File: src/rtl/alu_share_arbiter.sv
// Round-robin arbiter sharing one combinational ALU between two requesters.
// Operands are registered into the ALU, the result is captured and returned to the winner.
module alu_share_arbiter #(
  parameter int WIDTH = 32,
  parameter int OPW   = 4,
  parameter int CNTW  = 16
) (
  input  logic             Clock,
  input  logic             Reset_n,
  input  logic             req0_valid,
  output logic             req0_ready,
  input  logic [WIDTH-1:0] req0_A,
  input  logic [WIDTH-1:0] req0_B,
  input  logic [OPW-1:0]   req0_ALUop,
  input  logic             req1_valid,
  output logic             req1_ready,
  input  logic [WIDTH-1:0] req1_A,
  input  logic [WIDTH-1:0] req1_B,
  input  logic [OPW-1:0]   req1_ALUop,
  output logic             resp0_valid,
  input  logic             resp0_ready,
  output logic [WIDTH-1:0] resp0_data,
  output logic             resp1_valid,
  input  logic             resp1_ready,
  output logic [WIDTH-1:0] resp1_data,
  output logic [WIDTH-1:0] alu_A,
  output logic [WIDTH-1:0] alu_B,
  output logic [OPW-1:0]   alu_ALUop,
  input  logic [WIDTH-1:0] alu_Out,
  output logic             busy,
  output logic [CNTW-1:0]  ops_done
);

  typedef enum logic [1:0] {IDLE, EXEC, RESP} state_t;

  state_t           state_q, state_d;
  logic [WIDTH-1:0] alu_a_q, alu_a_d;
  logic [WIDTH-1:0] alu_b_q, alu_b_d;
  logic [OPW-1:0]   alu_op_q, alu_op_d;
  logic [WIDTH-1:0] result_q, result_d;
  logic             owner_q, owner_d;
  logic             last_grant_q, last_grant_d;
  logic [CNTW-1:0]  ops_done_q, ops_done_d;

  logic grant_valid;
  logic grant_port;
  logic in_idle;
  logic in_resp;
  logic owner_ready;

  // A tie goes to the port that did not win the previous accept.
  always_comb begin
    grant_valid = req0_valid | req1_valid;
    grant_port  = 1'b0;
    if (req0_valid && req1_valid) begin
      grant_port = ~last_grant_q;
    end else if (req1_valid) begin
      grant_port = 1'b1;
    end
  end

  assign in_idle     = Reset_n && (state_q == IDLE);
  assign in_resp     = Reset_n && (state_q == RESP);
  assign owner_ready = owner_q ? resp1_ready : resp0_ready;

  assign req0_ready  = in_idle && grant_valid && !grant_port;
  assign req1_ready  = in_idle && grant_valid && grant_port;
  assign resp0_valid = in_resp && !owner_q;
  assign resp1_valid = in_resp && owner_q;
  assign resp0_data  = result_q;
  assign resp1_data  = result_q;
  assign alu_A       = alu_a_q;
  assign alu_B       = alu_b_q;
  assign alu_ALUop   = alu_op_q;
  assign busy        = Reset_n && (state_q != IDLE);
  assign ops_done    = ops_done_q;

  always_comb begin
    state_d      = state_q;
    alu_a_d      = alu_a_q;
    alu_b_d      = alu_b_q;
    alu_op_d     = alu_op_q;
    result_d     = result_q;
    owner_d      = owner_q;
    last_grant_d = last_grant_q;
    ops_done_d   = ops_done_q;
    case (state_q)
      IDLE: begin
        if (grant_valid) begin
          alu_a_d      = grant_port ? req1_A : req0_A;
          alu_b_d      = grant_port ? req1_B : req0_B;
          alu_op_d     = grant_port ? req1_ALUop : req0_ALUop;
          owner_d      = grant_port;
          last_grant_d = grant_port;
          state_d      = EXEC;
        end
      end
      EXEC: begin
        result_d = alu_Out;
        state_d  = RESP;
      end
      RESP: begin
        if (owner_ready) begin
          ops_done_d = ops_done_q + CNTW'(1);
          state_d    = IDLE;
        end
      end
      default: state_d = IDLE;
    endcase
  end

  always_ff @(posedge Clock) begin
    if (!Reset_n) begin
      state_q      <= IDLE;
      alu_a_q      <= '0;
      alu_b_q      <= '0;
      alu_op_q     <= '0;
      result_q     <= '0;
      owner_q      <= 1'b0;
      last_grant_q <= 1'b1;
      ops_done_q   <= '0;
    end else begin
      state_q      <= state_d;
      alu_a_q      <= alu_a_d;
      alu_b_q      <= alu_b_d;
      alu_op_q     <= alu_op_d;
      result_q     <= result_d;
      owner_q      <= owner_d;
      last_grant_q <= last_grant_d;
      ops_done_q   <= ops_done_d;
    end
  end

endmodule

File: config.mk
export PLATFORM = sky130hd
export DESIGN_NAME = alu_share_arbiter
export DESIGN_NICKNAME = d
export VERILOG_FILES = /design/src/rtl/alu_share_arbiter.sv
export SDC_FILE = /design/constraint.sdc
export NUM_CORES = 1
export LEC_CHECK = 0
export ABC_AREA = 1
export CAP_MARGIN = 40
export CORE_MARGIN = 2
export CORE_UTILIZATION = 34
export CTS_CLUSTER_DIAMETER = 60
export DETAILED_ROUTE_END_ITERATION = 10
export HOLD_SLACK_MARGIN = 0.08
export PLACE_DENSITY = 0.78
export REMOVE_ABC_BUFFERS = 1
export SLEW_MARGIN = 20
export SYNTH_ARGS = -nofsm -noshare
export SYNTH_HDL_FRONTEND = slang
export SYNTH_SLANG_ARGS = --single-unit
File: constraint.sdc
create_clock -name Clock -period 1.26 [get_ports Clock]
set_input_delay 0.252 -clock Clock [delete_from_list [all_inputs] [get_ports Clock]]
set_output_delay 0.252 -clock Clock [all_outputs]
set_load 0.05 [all_outputs]
Word level (Yosys, flattened, before mapping)

Index checks and enable logic that the tools add are counted.

Register bits: 120
Input port bits: 174
Output and inout port bits: 153
Logic and storage cells: 40

Add/sub/neg operators: 1
Reduce and logical (&&, ||, !) cells: 16
Multiplexer cells: 9
Equality and inequality tests: 4
Bitwise logic cells: 2

Operators by type and width:

| kind                                          | number |
|---|---|
| two-way mux 32 bit                            | 2 |
| adder 16 x 1 -> 16 bit, second input constant | 1 |
| logical AND 1 bit                             | 9 |
| case mux 2 bit (3 select lines)               | 1 |
| AND reduction 2 bit                           | 3 |
| two-way mux 2 bit                             | 2 |
| two-way mux 4 bit                             | 1 |
| != test 2 bit, second input constant          | 2 |
| two-way mux 1 bit                             | 3 |
| == test 2 x 1 -> 1 bit, second input constant | 1 |
| == test 2 bit, second input constant          | 1 |
| zero test 1 bit                               | 2 |
| zero test 2 bit                               | 1 |
| nonzero test 2 bit                            | 1 |
| NOT 1 bit                                     | 1 |
| OR 1 bit                                      | 1 |

Depth between registers and ports, before layout

Depth after elaboration: 4
Gate-level depth with buffers: 9
Mapped depth without buffers: 9

Worst setup path after synthesis

Ideal clock, no wire load.

Kind: reg-to-output
From: register last_grant_q
To: output port req0_ready
Stages on the path, launching flop included: 6
Slack: -0.808 ns
Data required time: 1.008 ns
Buffers on the path: 1
Data arrival time: 1.816 ns
Cells stage by stage: dfxtp_1 nand2_1 nand2_2 inv_2 clkbuf_1 nor3_1

Word-level cells in the longest chain between the ends: 4

RTL lines:

| item                     | line | text |
|---|---|---|
| start: declaration       | 42   | `logic last_grant_q, last_grant_d;` |
| start signal: assignment | 129  | `last_grant_q <= last_grant_d;` |
| NOT 1 bit                | 56   | `grant_port = ~last_grant_q;` |
| two-way mux 1 bit        | 55   | `if (req0_valid && req1_valid) begin` |
| zero test 1 bit          | 66   | `assign req0_ready = in_idle && grant_valid && !grant_port;` |
| logical AND 1 bit        | 66   |  |
| end: declaration         | 11   | `output logic req0_ready,` |

No other way between the ends.

Worst setup path in the final report

From: register state_q[1]
To: output port req0_ready

Word-level cells in the longest chain between the ends: 4

RTL lines:

| item                            | line | text |
|---|---|---|
| start: declaration              | 36   | `state_t state_q, state_d;` |
| start signal: assignment        | 123  | `state_q <= state_d;` |
| zero test 2 bit                 | 62   | `assign in_idle = Reset_n && (state_q == IDLE);` |
| logical AND 1 bit               | 62   |  |
| logical AND 1 bit (2 in series) | 66   |  |

No other way between the ends.

==> impl_metrics.prom <==
# TYPE chip_impl_metric gauge
chip_impl_metric{name="placed_cells",unit=""} 1214
chip_impl_info{name="worstHoldStart",value="Reset_n"} 1
chip_impl_metric{name="layout.nets",unit=""} 1243
chip_impl_metric{name="drt_drc_violations_left",unit=""} 0
chip_impl_metric{name="setup_tns",unit="ns"} -8.621
chip_impl_metric{name="slew_headroom",unit=""} 0.7733
chip_impl_metric{name="groute.usage.overall",unit=""} 0.2715
chip_impl_metric{name="area_growth",unit="%"} 125.8
chip_impl_metric{name="depth_of_the_most_critical_reg_to_reg_path",unit=""} 10
chip_impl_metric{name="fmax",unit="MHz"} 596.7
chip_impl_metric{name="clock_insertion_delay_at_the_later_pin_of_the_skew_report",unit="ns"} 0.41
chip_impl_info{name="cts_root_buf",value="sky130_fd_sc_hd__clkbuf_16"} 1
chip_impl_info{name="critical-path-slowest-cell",value="sky130_fd_sc_hd__dfxtp_2"} 1
chip_impl_metric{name="cts.sink_count",unit=""} 120
chip_impl_metric{name="timing.critical_path.fanout_max",unit=""} 2
chip_impl_info{name="critical_setup_path_class",value="reg2out"} 1
chip_impl_metric{name="hold_buffers",unit=""} 0
chip_impl_metric{name="detailed_route_wire_length",unit="um"} 23670
chip_impl_metric{name="place_hpwl",unit="um"} 15580
chip_impl_metric{name="timing.final.setup_violations",unit=""} 92
chip_impl_metric{name="layout.cells.non_filler",unit=""} 1270
chip_impl_metric{name="worst_clock_skew",unit="ns"} 0.009982
chip_impl_metric{name="die_width",unit="um"} 128.4
chip_impl_info{name="mostFrequentLayoutCells",value="172 x sky130_fd_sc_hd__clkdlybuf4s50_1, 169 x sky130_fd_sc_hd__nand2_1, 166 x sky130_fd_sc_hd__buf_12, 86 x sky130_fd_sc_hd__nor2_1, 64 x sky130_fd_sc_hd__a31oi_1"} 1
chip_impl_metric{name="routed_via_density",unit=""} 5.253
chip_impl_metric{name="antenna_found_initial",unit=""} 2
chip_impl_metric{name="synth.ff_latch_count",unit=""} 120
chip_impl_metric{name="power.leakage",unit="nW"} 4.947
chip_impl_info{name="grt_setup_unrepaired",value="true"} 1
chip_impl_info{name="hold_end",value="last_grant_q"} 1
chip_impl_metric{name="post-route-period-util",unit=""} 1.330
chip_impl_metric{name="yosysWarningCount",unit=""} 0
chip_impl_metric{name="stdcell_area",unit="um2"} 11890
chip_impl_metric{name="finalWeightedCongestion",unit=""} 0.8487
chip_impl_metric{name="cellPowerDensity",unit="nW/um2"} 1351
chip_impl_metric{name="coreArea",unit="um2"} 15150
chip_impl_info{name="setup.worst_path.end_class",value="output port"} 1
chip_impl_info{name="tritoncts_clock_tree",value="yes"} 1
chip_impl_metric{name="initial_utilization",unit=""} 0.3475
chip_impl_metric{name="number_of_slew_limit_violations_in_the_final_report",unit=""} 0
chip_impl_metric{name="detailed_place.area",unit="um2"} 10390
chip_impl_metric{name="syn_avg_cell_area",unit="um2"} 7.291
chip_impl_metric{name="maxCapViolations",unit=""} 0
chip_impl_metric{name="dieHeight",unit="um"} 128.4
chip_impl_metric{name="vias_in_the_first_global_route",unit=""} 6691
chip_impl_info{name="failed_checks",value="setup timing"} 1
chip_impl_metric{name="drt_first_pass_iters",unit=""} 5
chip_impl_metric{name="ff2ff_setup_slack",unit="ns"} -0.23
chip_impl_metric{name="post_synth_num_cell_types",unit=""} 25
chip_impl_metric{name="num_cts_buffers",unit=""} 17
chip_impl_info{name="status",value="complete, but fails checks"} 1
chip_impl_metric{name="synth_seq_area_share",unit=""} 0.4564
chip_impl_metric{name="critical_path_required",unit="ns"} 1.01
chip_impl_info{name="final_common_cell",value="sky130_fd_sc_hd__clkdlybuf4s50_1"} 1
chip_impl_info{name="startpoint_types",value="flip-flop"} 1
chip_impl_metric{name="min_period",unit="ns"} 1.676
chip_impl_metric{name="vdd.ir_drop.worst",unit="V"} 0.0008674
chip_impl_metric{name="synth.cell_area",unit="um2"} 5264
chip_impl_metric{name="grt_first_pass_wirelength",unit="um"} 34870
chip_impl_metric{name="postSynthCellCount",unit=""} 722
chip_impl_metric{name="wl_cell",unit="um"} 18.64
chip_impl_metric{name="clk_pin_slew_worst_paths",unit="ns"} 0.05
chip_impl_metric{name="slowest_delay",unit="ns"} 0.33
chip_impl_metric{name="slew_at_the_pin_with_the_worst_max_slew_slack",unit="ns"} 0.3400
chip_impl_metric{name="htreeDepth",unit=""} 4
chip_impl_metric{name="floorplan.rows",unit=""} 45
chip_impl_metric{name="cts-root-to-sink-buffers",unit=""} 2
chip_impl_metric{name="arrival",unit="ns"} 1.42
chip_impl_metric{name="finalWorstSetupSlack",unit="ns"} -0.4158
chip_impl_metric{name="route.antenna.remaining_nets",unit=""} 0
chip_impl_metric{name="buffer_ports.inserted",unit=""} 326
chip_impl_metric{name="grt_max_degree",unit=""} 53
chip_impl_info{name="critical_path.cell_chain",value="inv_4, nand2_4, nor2_4, inv_2, nor3_2, buf_4, buf_12"} 1
chip_impl_metric{name="top_level_ports",unit=""} 327
chip_impl_metric{name="floorplan.die_area",unit="um2"} 16490
chip_impl_metric{name="fillers",unit=""} 878
chip_impl_metric{name="grt_overflow_total",unit=""} 0
chip_impl_metric{name="area.sequential",unit="um2"} 2485
chip_impl_metric{name="drt_iter0_drc",unit=""} 447
chip_impl_metric{name="multi_input_comb_area",unit="um2"} 2643
chip_impl_metric{name="whs_path_depth",unit=""} 3
chip_impl_metric{name="route.vias.total",unit=""} 6671
chip_impl_metric{name="final_core_util",unit=""} 0.7849
chip_impl_metric{name="drive_above_1_share",unit=""} 0.3796
chip_impl_info{name="timing.rr.start",value="state_q[0]"} 1
chip_impl_metric{name="final_hold_viol_count",unit=""} 0
chip_impl_info{name="min-delay-path-class",value="in2reg"} 1
chip_impl_info{name="endpoint_of_the_worst_slack_reg_to_reg_timing_path",value="ops_done[12]"} 1
where the power goes:
| part | total [mW] | internal (mW) | switching [mW] |
|---|---|---|---|
| Sequential | 4.82 | 4.25 | 0.571 |
| Combinational | 6.51 | 3.31 | 3.20 |
| Clock | 4.74 | 2.98 | 1.76 |
| Total | 16.1 | 10.5 | 5.53 |
layer usage:
metal  share of wire  track usage  up-vias  routed length [um]
met5               0            0        -                   0
met4           0.058       0.1551        0                1383
met3           0.084      0.07859      103                1985
met2            0.51       0.4925      381               12140
met1            0.34       0.2792     3120                8167
li1                -            -     3067                   -
synth_stat cells:
| cell type | instances | share of area |
|---|---|---|
| sky130_fd_sc_hd__o21ai_1 | 63 | 0.060 |
| sky130_fd_sc_hd__o22ai_1 | 1 | 0.0012 |
| sky130_fd_sc_hd__a21oi_1 | 7 | 0.0067 |
| sky130_fd_sc_hd__nand2_4 | 1 | 0.0021 |
| sky130_fd_sc_hd__inv_1 | 24 | 0.017 |
| sky130_fd_sc_hd__nor2_1 | 97 | 0.069 |
| sky130_fd_sc_hd__o21ai_0 | 42 | 0.040 |
| sky130_fd_sc_hd__ha_1 | 1 | 0.0024 |
| sky130_fd_sc_hd__nand4_1 | 4 | 0.0048 |
| sky130_fd_sc_hd__nor3_1 | 5 | 0.0048 |
| sky130_fd_sc_hd__clkbuf_1 | 22 | 0.016 |
| sky130_fd_sc_hd__nor2_2 | 3 | 0.0036 |
| sky130_fd_sc_hd__a31oi_1 | 68 | 0.081 |
| sky130_fd_sc_hd__buf_2 | 15 | 0.014 |
| sky130_fd_sc_hd__nor2_4 | 3 | 0.0064 |
| sky130_fd_sc_hd__nand3_1 | 12 | 0.011 |
| sky130_fd_sc_hd__buf_4 | 42 | 0.060 |
| sky130_fd_sc_hd__nand2_2 | 4 | 0.0048 |
| sky130_fd_sc_hd__a211oi_1 | 1 | 0.0014 |
| sky130_fd_sc_hd__nand2_1 | 178 | 0.13 |
| sky130_fd_sc_hd__buf_1 | 1 | 0.00071 |
| sky130_fd_sc_hd__xnor2_1 | 1 | 0.0017 |
| sky130_fd_sc_hd__dfxtp_1 | 120 | 0.46 |
| sky130_fd_sc_hd__inv_2 | 6 | 0.0043 |
| sky130_fd_sc_hd__nor2_8 | 1 | 0.0038 |
cells by family after synthesis:
family	Yosys count	share of synthesized area
AND/OR/NAND/NOR	308	0.2377
AO/OA/AOI/OAI	182	0.1899
flip-flops	120	0.4564
buffers and inverters	110	0.1120
XOR/XNOR	1	0.001664
adder cells (fa/ha/maj)	1	0.002377
sequential cells by signal (all words and copies together) (netlist names):
name          count
owner_q           1
state_q           2
last_grant_q      1
alu_ALUop         4
alu_B            32
ops_done         16
alu_A            32
resp0_data       32
worst max-delay path, delay by kind of cell (launching register included):
kind | cells | cell delay, ns
buf+inv | 4 | 0.40
flops | 1 | 0.33
simple gates | 3 | 0.29
area by class of cell:
class / count / share of cell area
antenna: 2 / 0.0004210
clock buffer: 21 / 0.03873
clock inverter: 10 / 0.008631
inverter: 30 / 0.009894
multi-input combinational: 492 / 0.2223
sequential: 120 / 0.2090
tap: 188 / 0.01979
timing repair buffer: 407 / 0.4912
worst max-delay path by stage:
stage          startpoint    endpoint  depth (start not counted)
5_1_grt        state_q[0]  req0_ready                          7
2_1_floorplan  state_q[0]  req0_ready                          5
6_report       state_q[1]  req0_ready                          7
4_1_cts        state_q[1]  req0_ready                          7
3_3_place_gp   req1_valid  req0_ready                          7
3_5_place_dp   req1_valid   alu_A[25]                          7
what timing repair did:
item | 4_1_cts | 5_1_grt
setup endpoints to repair | 120 | 135
setup buffers | 16 | 9
gates resized for setup | 148 | 57
cloned | 8 | 0
pin swaps | 15 | 5
through the flow:
stage	setup slack [ns]	total power [mW]	hold WS, ns
global placement	-0.4213	10.59	0.4528
floorplan	-3.502	7.130	0.3361
global route	-0.4909	16.59	0.3069
detailed placement	-0.4446	10.69	0.4680
CTS	-0.4355	15.95	0.2231
finish	-0.4158	16.07	0.2911
No activity file was read; power rests on OpenSTA's default activity.
